===== config.mk =====
export PLATFORM = sky130hd
export DESIGN_NAME = text_buffer_arbiter
export DESIGN_NICKNAME = d
export VERILOG_FILES = /design/src/rtl/text_buffer_pkg.sv /design/src/rtl/text_buffer_arbiter_wr_fifo.sv /design/src/rtl/text_buffer_arbiter.sv
export SDC_FILE = /design/constraint.sdc
export NUM_CORES = 1
export LEC_CHECK = 0
export BUFFER_PORTS_ARGS = -buffer_cell sky130_fd_sc_hd__buf_4
export CAP_MARGIN = 10
export CORE_ASPECT_RATIO = 2
export CORE_MARGIN = 2
export CORE_UTILIZATION = 62
export CTS_BUF_LIST = sky130_fd_sc_hd__clkbuf_16
export DETAILED_ROUTE_END_ITERATION = 8
export PLACE_DENSITY = 0.85
export SYNTH_ARGS = -nofsm -noshare
export SYNTH_HDL_FRONTEND = slang
export SYNTH_HIERARCHICAL = 1
export SYNTH_SLANG_ARGS = --single-unit

===== constraint.sdc =====
create_clock -name pixel_clk_in -period 5.6 [get_ports pixel_clk_in]
set_input_delay 0.56 -clock pixel_clk_in [delete_from_list [all_inputs] [get_ports pixel_clk_in]]
set_output_delay 0.56 -clock pixel_clk_in [all_outputs]
set_load 0.01 [all_outputs]

===== src/rtl/text_buffer_pkg.sv =====
// Shared types for the text-buffer arbiter slice.
// Buffer geometry, entry layout and grant encoding.
package text_buffer_pkg;

  localparam int SCREEN_WIDTH  = 76;
  localparam int SCREEN_HEIGHT = 256;
  localparam int ADDR_WIDTH    =
    $clog2(SCREEN_WIDTH * SCREEN_HEIGHT);
  localparam int DATA_WIDTH    = 8;

  typedef logic [DATA_WIDTH-1:0] char_t;
  typedef logic [ADDR_WIDTH-1:0] tb_addr_t;

  typedef struct packed {
    tb_addr_t addr;
    char_t    data;
  } wr_entry_t;

  typedef enum logic [2:0] {
    G_IDLE,
    G_BYPASS,
    G_DRAIN,
    G_READ,
    G_STARVE_READ
  } grant_e;

endpackage


===== src/rtl/text_buffer_arbiter_wr_fifo.sv =====
// Circular write-holding FIFO with an address
// match across all occupied slots.
module text_wr_fifo
  import text_buffer_pkg::*;
#(
  parameter int DEPTH = 4
) (
  input  logic                     clk,
  input  logic                     rst,
  input  logic                     push,
  input  wr_entry_t                push_entry,
  input  logic                     pop,
  output wr_entry_t                head,
  output logic [$clog2(DEPTH):0]   count,
  input  tb_addr_t                 match_addr,
  output logic                     match
);

  localparam int PW = $clog2(DEPTH);
  localparam int CW = PW + 1;

  wr_entry_t       mem [DEPTH];
  logic [PW-1:0]   wr_ptr;
  logic [PW-1:0]   rd_ptr;
  logic [PW-1:0]   rel [DEPTH];

  assign head = mem[rd_ptr];

  // Slot distance from head, used to tell live slots apart.
  always_comb begin
    for (int i = 0; i < DEPTH; i++) begin
      rel[i] = PW'(i) - rd_ptr;
    end
  end

  // Address hit on any live slot.
  always_comb begin
    match = 1'b0;
    for (int i = 0; i < DEPTH; i++) begin
      if ((CW'(rel[i]) < count) &&
          (mem[i].addr == match_addr))
        match = 1'b1;
    end
  end

  // Pointer and occupancy bookkeeping.
  always_ff @(posedge clk or posedge rst) begin
    if (rst) begin
      wr_ptr <= '0;
      rd_ptr <= '0;
      count  <= '0;
    end else begin
      if (push) wr_ptr <= wr_ptr + PW'(1);
      if (pop)  rd_ptr <= rd_ptr + PW'(1);
      unique case ({push, pop})
        2'b10:   count <= count + CW'(1);
        2'b01:   count <= count - CW'(1);
        default: count <= count;
      endcase
    end
  end

  // Entry storage; liveness comes from count, so no reset.
  always_ff @(posedge clk) begin
    if (push) mem[wr_ptr] <= push_entry;
  end

endmodule


===== src/rtl/text_buffer_arbiter.sv =====
// Shares the editor buffer BRAM port between the
// terminal writer and a handshaked read client.
module text_buffer_arbiter
  import text_buffer_pkg::*;
#(
  parameter int WFIFO_DEPTH  = 4,
  parameter int STARVE_LIMIT = 8,
  parameter int MEM_LATENCY  = 2
) (
  input  logic                         pixel_clk_in,
  input  logic                         rst_in,
  input  logic                         wr_en_in,
  input  logic [ADDR_WIDTH-1:0]        wr_addr_in,
  input  logic [DATA_WIDTH-1:0]        wr_data_in,
  input  logic                         rd_valid_in,
  input  logic [ADDR_WIDTH-1:0]        rd_addr_in,
  output logic                         rd_ready_out,
  output logic                         rd_data_valid_out,
  output logic [DATA_WIDTH-1:0]        rd_data_out,
  output logic                         mem_we_out,
  output logic [ADDR_WIDTH-1:0]        mem_addr_out,
  output logic [DATA_WIDTH-1:0]        mem_din_out,
  input  logic [DATA_WIDTH-1:0]        mem_dout_in,
  output logic [$clog2(WFIFO_DEPTH):0] fifo_count_out
);

  localparam int CW = $clog2(WFIFO_DEPTH) + 1;
  localparam int SW = $clog2(STARVE_LIMIT + 1);

  logic [SW-1:0]        starve_cnt;
  logic [MEM_LATENCY:0] rd_pipe;
  logic                 hazard;
  logic                 starving;
  logic                 full;
  logic                 empty;
  logic                 s_starve;
  logic                 s_drain;
  logic                 s_bypass;
  logic                 s_read;
  logic                 push;
  wr_entry_t            head;
  wr_entry_t            in_entry;
  grant_e               grant;

  assign in_entry = '{addr: wr_addr_in, data: wr_data_in};

  text_wr_fifo #(
    .DEPTH(WFIFO_DEPTH)
  ) u_fifo (
    .clk        (pixel_clk_in),
    .rst        (rst_in),
    .push       (push),
    .push_entry (in_entry),
    .pop        (s_drain),
    .head       (head),
    .count      (fifo_count_out),
    .match_addr (rd_addr_in),
    .match      (hazard)
  );

  assign starving = starve_cnt >= SW'(STARVE_LIMIT);
  assign full     = fifo_count_out == CW'(WFIFO_DEPTH);
  assign empty    = fifo_count_out == '0;

  // Mutually exclusive rule terms in priority order.
  assign s_starve = rd_valid_in && starving &&
                    !hazard && !full;
  assign s_drain  = !s_starve && !empty;
  assign s_bypass = !s_starve && empty && wr_en_in;
  assign s_read   = !s_starve && empty && !wr_en_in &&
                    rd_valid_in && !hazard;

  assign push = wr_en_in && (s_starve || s_drain);

  assign rd_ready_out = (s_starve || s_read) && !rst_in;

  // Grant encoding, also handy on a waveform.
  always_comb begin
    grant = G_IDLE;
    unique case (1'b1)
      s_starve: grant = G_STARVE_READ;
      s_drain:  grant = G_DRAIN;
      s_bypass: grant = G_BYPASS;
      s_read:   grant = G_READ;
      default:  grant = G_IDLE;
    endcase
  end

  // Registered BRAM port driven by the granted source.
  always_ff @(posedge pixel_clk_in or posedge rst_in) begin
    if (rst_in) begin
      mem_we_out   <= 1'b0;
      mem_addr_out <= '0;
      mem_din_out  <= '0;
    end else begin
      unique case (grant)
        G_DRAIN: begin
          mem_we_out   <= 1'b1;
          mem_addr_out <= head.addr;
          mem_din_out  <= head.data;
        end
        G_BYPASS: begin
          mem_we_out   <= 1'b1;
          mem_addr_out <= wr_addr_in;
          mem_din_out  <= wr_data_in;
        end
        G_READ, G_STARVE_READ: begin
          mem_we_out   <= 1'b0;
          mem_addr_out <= rd_addr_in;
        end
        default: mem_we_out <= 1'b0;
      endcase
    end
  end

  // Count consecutive blocked read cycles, saturating.
  always_ff @(posedge pixel_clk_in or posedge rst_in) begin
    if (rst_in) begin
      starve_cnt <= '0;
    end else if (!rd_valid_in || rd_ready_out) begin
      starve_cnt <= '0;
    end else if (!starving) begin
      starve_cnt <= starve_cnt + SW'(1);
    end
  end

  // Grant tag follows the address through the BRAM.
  always_ff @(posedge pixel_clk_in or posedge rst_in) begin
    if (rst_in) begin
      rd_pipe <= '0;
    end else begin
      rd_pipe <= {rd_pipe[MEM_LATENCY-1:0], rd_ready_out};
    end
  end

  assign rd_data_valid_out = rd_pipe[MEM_LATENCY];
  assign rd_data_out = rd_data_valid_out ? mem_dout_in : '0;

endmodule


Yosys cells after proc, flatten, opt, wreduce, memory -nomap -nowiden
Memories as Yosys holds them, arrays and structs flattened.
Index checks and enable logic that the tools add are counted.
Operators by class
  shifts and indexed selects: 0
  div/mod/pow operators: 0
  $add $sub $neg: 9
  $mul: 0
  reductions and logical operators: 31
  muxes and demuxes: 14
  order comparisons: 5
  eq/ne operators: 12
  bitwise logic cells: 0
Operator list (count)
  == test 15 bit: 4
  case mux 15 bit (3 select lines): 1
  case mux 8 bit (2 select lines): 1
  logical AND 1 bit: 15
  < comparator 2 x 3 -> 1 bit: 4
  case mux 3 bit (4 select lines): 1
  2-to-1 mux 4 bit: 2
  2-to-1 mux 8 bit: 1
  zero test 1 bit: 7
  2-to-1 mux 1 bit: 7
  == test 3 x 2 -> 1 bit (second input constant): 2
  == test 3 bit (second input constant): 2
  case mux 3 bit (2 select lines): 1
  adder 2 x 1 -> 2 bit (second input constant): 2
  adder 4 x 1 -> 4 bit (second input constant): 1
  >= comparator 4 bit (second input constant): 1
  nonzero test 2 bit: 2
  OR reduction 2 bit: 2
  subtractor 1 x 2 -> 2 bit (first input constant): 2
  subtractor 2 bit (first input constant): 2
  adder 3 x 1 -> 3 bit (second input constant): 1
  == test 3 x 1 -> 1 bit (second input constant): 1
  zero test 3 bit: 1
  logical OR 1 bit: 3
  other kinds (5): 5
Storage, ports and cells
  bits in latches: 0
  word-level logic and storage cells: 80
  memory bits (read-only): 0
  memories: 1
  output and inout port bits: 37
  bits in registers: 38
  memory bits (writable): 92
  bits of input ports: 50
Memory list
  u_fifo.mem: depth 4, width 23, read ports 5, clocked after Yosys merged registers in 0, write ports 1, line text_buffer_arbiter_wr_fifo.sv:22  | wr_entry_t mem [DEPTH];

Logic depth before layout (Yosys ltp)
  depth after elaboration: 19
  mapped depth: 17
  depth with buffers taken out: 15

Cells and area by module
Netlist, hierarchy kept.
Modules (own cells, without submodules)
  text_wr_fifo: cells an instance 269, times used 1, area an instance 4620.7 um^2
  text_buffer_arbiter: cells an instance 178, times used 1, area an instance 1686.6 um^2

Least setup slack after synthesis
OpenSTA, ideal clock, no wires.
  path type: register -> register
  start point: register u_fifo.rd_ptr[1]
  end point: register u_fifo.count[2]
  clock period less this slack: 3.258 ns
  arrival: 3.178 ns
  path buffers: 2
  path slack: 2.342 ns
  cell stages (with the launch flop): 17
  path through: dfrtp_1 buf_2 buf_2 xor2_1 inv_1 ha_1 a21oi_1 o21ai_0 nand4_1 and3b_1 o21bai_1 ha_1 inv_1 fa_1 xor2_1 nor2_1 xor2_1
Between the ends
  word-level cells in the longest chain between the ends: 16
RTL lines
  start, declared: line text_buffer_arbiter_wr_fifo.sv:24  | logic [PW-1:0] rd_ptr;
  start signal, assigned: line text_buffer_arbiter_wr_fifo.sv:54  | if (pop) rd_ptr <= rd_ptr + PW'(1);
  subtractor 1 x 2 -> 2 bit: line text_buffer_arbiter_wr_fifo.sv:32  | rel[i] = PW'(i) - rd_ptr;
  < comparator 2 x 3 -> 1 bit: line text_buffer_arbiter_wr_fifo.sv:40  | if ((CW'(rel[i]) < count) &&
  logical AND 1 bit: line text_buffer_arbiter_wr_fifo.sv:40
  2-to-1 mux 1 bit (3 in a row): line text_buffer_arbiter_wr_fifo.sv:40
  2-to-1 mux 1 bit *: line text_buffer_arbiter_wr_fifo.sv:40
  net hazard: line text_buffer_arbiter.sv:32  | logic hazard;
  zero test 1 bit *: line text_buffer_arbiter.sv:67  | !hazard && !full;
  logical AND 1 bit *: line text_buffer_arbiter.sv:66  | assign s_starve = rd_valid_in && starving &&
  logical AND 1 bit *: line text_buffer_arbiter.sv:67
  zero test 1 bit *: line text_buffer_arbiter.sv:68  | assign s_drain = !s_starve && !empty;
  logical AND 1 bit *: line text_buffer_arbiter.sv:68
  net s_drain: line text_buffer_arbiter.sv:37  | logic s_drain;
  logical OR 1 bit: line text_buffer_arbiter.sv:73  | assign push = wr_en_in && (s_starve || s_drain);
  logical AND 1 bit: line text_buffer_arbiter.sv:73
  == test 2 x 1 -> 1 bit or == test 2 bit (tied branches): line text_buffer_arbiter_wr_fifo.sv:55  | unique case ({push, pop})
  case mux 3 bit (2 select lines) or nonzero test 2 bit (tied branches)
  end signal, assigned: line text_buffer_arbiter_wr_fifo.sv:56  | 2'b10: count <= count + CW'(1);
  end signal, assigned: line text_buffer_arbiter_wr_fifo.sv:57  | 2'b01: count <= count - CW'(1);
  end signal, assigned: line text_buffer_arbiter_wr_fifo.sv:58  | default: count <= count;
  end, declared: line text_buffer_arbiter_wr_fifo.sv:14  | output logic [$clog2(DEPTH):0] count,
Mark *: on every way through the listed nets, which the timed path passes. The rest lies on a longest branch.
A chain may end at the register's enable or synchronous reset.

Final worst setup path
  start point: register u_fifo.rd_ptr[0]
  end point: register u_fifo.count[2]
Same word-level chain as after synthesis.

==> qor.txt <==
CRITICAL PATH
------------------------------------------------------------------------------------
Worst EP arrival                                                             4.29 ns
Critical-path top delay cell                                            sky130_fd_sc_hd__dfrtp_1
CP Launch Point                                                         u_fifo/rd_ptr[0]$_DFFE_PP0P_
Type of the setup path with the least slack                             flop to flop
Crit path required time                                                      5.92 ns
Cell breakdown of the critical path                                     xor2_1 > inv_1 > ha_1 > a21oi_1 > o21ai_0 > nand4_1 > and3b_1 > o21bai_1 > ha_1 > inv_1 > fa_1 > xor2_1 > nor2_1 > xor2_1
Delay of the slowest critical-path stage                                     0.90 ns
Most common cell on crit path                                           sky130_fd_sc_hd__xor2_1
Critical Path Source Type                                                       flop
Nature of the critical path endpoint                                            flop
Max FO, Critical Path                                                             16
Worst flop-to-flop path startpoint                                      u_fifo/rd_ptr[0]$_DFFE_PP0P_

POWER
------------------------------------------------------------------------------------
Worst IR drop on VDD                                                      0.000398 V
Lkg Pwr                                                                      2.92 nW
Power Density                                                            512 nW/um^2

PLACEMENT
------------------------------------------------------------------------------------
Final RePlAce weighted congestion                                              0.900
DPL Wire Length                                                         10,700 microns
Number of buffer cells added on primary ports                                     86

DRT
------------------------------------------------------------------------------------
DRT Pass-1 Iters                                                                   5
Number of DRC violations after detailed routing                                    0
DRT iter0 DRCs                                                                   329
Per-cell routed wire length                                             22.8 microns
Wirelength, routed                                                      15,500 microns
Detailed-route vias per instance                                                6.11
Via count of the routed design                                                 4,161
Final antenna-violating net count                                                  0

SYNTH
------------------------------------------------------------------------------------
Yosys synthesis warning count                                                      6
Number of standard cells after synthesis                                         447
Mux contribution to synthesized area                                           11.5%
Most used flip-flop cell after synthesis                                sky130_fd_sc_hd__edfxtp_1
Dominant combinational cell family by area after synthesis              multiplexers
Count of flip-flops with a built-in enable after synthesis                        92
Synth Area per Inst                                                       14.1 sq um
Yosys reg bits                                                                   130
Cell accounting for the most synthesized area                           sky130_fd_sc_hd__edfxtp_1
Syn_nets                                                                         509
Synth unique cells                                                                43
Xor/xnor share of the synthesized area                                         9.82%
Area share of the leading cell type in the synthesized netlist                 43.8%
Top area cells in the synthesized netlist                               sky130_fd_sc_hd__edfxtp_1 44%, sky130_fd_sc_hd__dfrtp_1 15%, sky130_fd_sc_hd__mux4_2 8.2%
Adder and majority cell fraction of the synthesized area                       2.50%
Synthesized-area fraction occupied by ao, oa, aoi and oai cells                5.51%
Cell area after technology mapping                                        6310 sq um
Seq/Total Area, Yosys                                                          58.9%
Share of flip-flops with an asynchronous set or reset after synthesis          29.2%
Synthesized-area fraction occupied by and/or/nand/nor cells                    7.90%

CLOCK TREE
------------------------------------------------------------------------------------
Clock tree root driver cell                                             sky130_fd_sc_hd__clkbuf_16
Clock H-tree levels                                                                4
Maximum root-to-sink buffer count                                                  2
Worst skew pair latency                                                      0.41 ns
Number of clock sinks seen by CTS                                                130
Count of buffers added by post-CTS timing repair for setup                         0
Number of buffers added by the clock tree synthesis step                          17
CTS hold repair buffers                                                            0
CTS clk-pin slew, worst paths                                                0.05 ns
Quantity of gates resized following cts                                            0
CTS tree                                                                       built

DIE
------------------------------------------------------------------------------------
Die H                                                                    147 microns
I/O pin count                                                                     87
Starting utilization of the core area                                          62.9%
Total die area                                                          11,000 sq um
Core ar.                                                                10,000 sq um
Horizontal extent of the die                                            75.3 microns
Row cnt                                                                           52

LAYOUT
------------------------------------------------------------------------------------
Area added between synthesis and finish                                        20.1%
Number of nets in the final layout                                               595
Final Core Density                                                             75.6%
Number of inserted filler cells in the final layout                              645
Most used cells in the layout excluding fill and tap cells              93 x sky130_fd_sc_hd__buf_4, 92 x sky130_fd_sc_hd__edfxtp_1, 50 x sky130_fd_sc_hd__xnor2_1
Share of cells above drive strength 1                                          28.9%
Most common cell after layout, fill and taps aside                      sky130_fd_sc_hd__buf_4
Count of antenna diodes in the layout                                              0

STA
------------------------------------------------------------------------------------
Number of slew-limit violations in the final report                                0
Setup repair after global routing missed its margin                               no
Normalized max-slew margin                                                     26.9%
Transition time of the tightest slew-check pin                               1.09 ns
Minimum clock period                                                         3.97 ns
Setup-failing EPs final                                                            0
Final Hold Viols                                                                   0
Max Freq                                                                     252 MHz
Period utilization                                                             70.9%
Setup TNS                                                                       0 ns
Worst clock skew on the final layout                                      0.00778 ns

STATUS
------------------------------------------------------------------------------------
Status                                                                  finished clean

GLOBAL ROUTING
------------------------------------------------------------------------------------
Vias in the first global route                                                 4,398
Overflow left after global routing                                                 0
Global-route wire length before repair                                  24,000 microns
Largest net degree at the start of global routing                                 32
GRT Resource Usage Total                                                       30.5%
Initial antenna violation count                                                    0

RUN
------------------------------------------------------------------------------------
Count of maximum capacitance violations                                            0

MIN PATH
------------------------------------------------------------------------------------
Hold Crit Class                                                         input pin to async pin

power by group:
group / switching [mW] / internal (mW)
Sequential: 0.191 / 1.31
Combinational: 0.671 / 0.611
Clock: 0.398 / 0.694
final cells by class:
class,instances,area (sq um),share of cell area [%]
well taps,135,169,2.23
repair buffers,93,698,9.22
clock buffers,17,425,5.62
multi-input cells,276,2350,31.0
clock inverters,15,165,2.18
inverters,15,56.3,0.743
flip-flops and latches,130,3710,49.0
path summary, 6_finish.rpt:
path | end | slack, ns | cells past startpoint
max reg2reg | u_fifo/count[2]$_DFFE_PP0P_ | 1.63 | 14
min in group pixel_clk_in | u_fifo/mem[1][20]$_DFFE_PP_ | 0.35 | 1
max in group asynchronous | mem_addr_out[12]$_DFFE_PP0P_ | 4.98 | 3
min reg2reg | rd_pipe[2]$_DFF_PP0_ | 0.35 | 0
min | u_fifo/wr_ptr[1]$_DFFE_PP0P_ | 0.13 | 2
max | u_fifo/count[2]$_DFFE_PP0P_ | 1.63 | 14
stage by stage:
stage | instance area, sq um | cells | power, mW | setup slack [ns] | hold slack, ns
finish | 7570 | 681 | 3.88 | 1.63 | 0.126
global route | 7570 | 681 | 4.06 | 1.31 | 0.140
CTS | 7570 | 681 | 3.89 | 1.61 | 0.132
detailed placement | 6980 | 649 | 2.78 | 1.65 | 0.341
global placement | 6980 | 649 | 2.74 | 1.82 | 0.341
floorplan | 6310 | 447 | 2.32 | 2.34 | 0.331
flip-flops by register name, summed over array words and instances (netlist names):
| signal | flops |
|---|---|
| u_fifo/mem | 92 |
| u_fifo/wr_ptr | 2 |
| mem_addr_out | 15 |
| mem_we_out | 1 |
| u_fifo/rd_ptr | 2 |
| starve_cnt | 4 |
| u_fifo/count | 3 |
| mem_din_out | 8 |
| rd_pipe | 3 |
routing by layer:
metal  up-vias  global-route usage, %  share of wire, %
met5         -                      0                 0
met4         0                   15.5               5.2
met3        54                   7.25               6.4
met2       216                   52.0                54
met1      2074                   33.9                34
li1       1817                      -                 -
logic make-up (layout without fill, tap and decap cells):
group	Yosys count	after routing
multiplexers	43	43
AND/OR/NAND/NOR	95	95
adder cells (fa/ha/maj)	12	12
AO/OA/AOI/OAI	57	57
XOR/XNOR	69	69
flip-flops	130	130
buffers and inverters	41	140
synthesized netlist by cell type, types with 2 or more instances:
cell type	instances
sky130_fd_sc_hd__and2_1	12
sky130_fd_sc_hd__a31oi_1	10
sky130_fd_sc_hd__a22oi_1	5
sky130_fd_sc_hd__xnor2_2	2
sky130_fd_sc_hd__nor4_1	6
sky130_fd_sc_hd__mux2i_1	15
sky130_fd_sc_hd__xnor2_1	50
sky130_fd_sc_hd__o21ai_0	24
sky130_fd_sc_hd__nand4_1	11
sky130_fd_sc_hd__o21ai_1	5
sky130_fd_sc_hd__edfxtp_1	92
sky130_fd_sc_hd__nand2b_1	3
sky130_fd_sc_hd__dfrtp_1	38
sky130_fd_sc_hd__nor2_1	17
sky130_fd_sc_hd__nand2_1	22
sky130_fd_sc_hd__buf_4	2
sky130_fd_sc_hd__ha_1	11
sky130_fd_sc_hd__inv_1	14
sky130_fd_sc_hd__xor2_1	17
sky130_fd_sc_hd__a21oi_1	6
sky130_fd_sc_hd__buf_6	9
sky130_fd_sc_hd__mux2_2	5
sky130_fd_sc_hd__mux4_2	23
sky130_fd_sc_hd__buf_2	14
sky130_fd_sc_hd__nand3_1	15
sky130_fd_sc_hd__nor2b_1	2
worst max-delay path, delay by kind of cell, from the launching register on:
family	cells	cell delay [ns]
buffers and inverters	2	0.13
flip-flops	1	0.90
adder cells (fa/ha/maj)	3	0.96
AND/OR/NAND/NOR	3	0.55
AO/OA/AOI/OAI	3	0.75
XOR/XNOR	3	0.59
(Power assumes the default switching activity.)
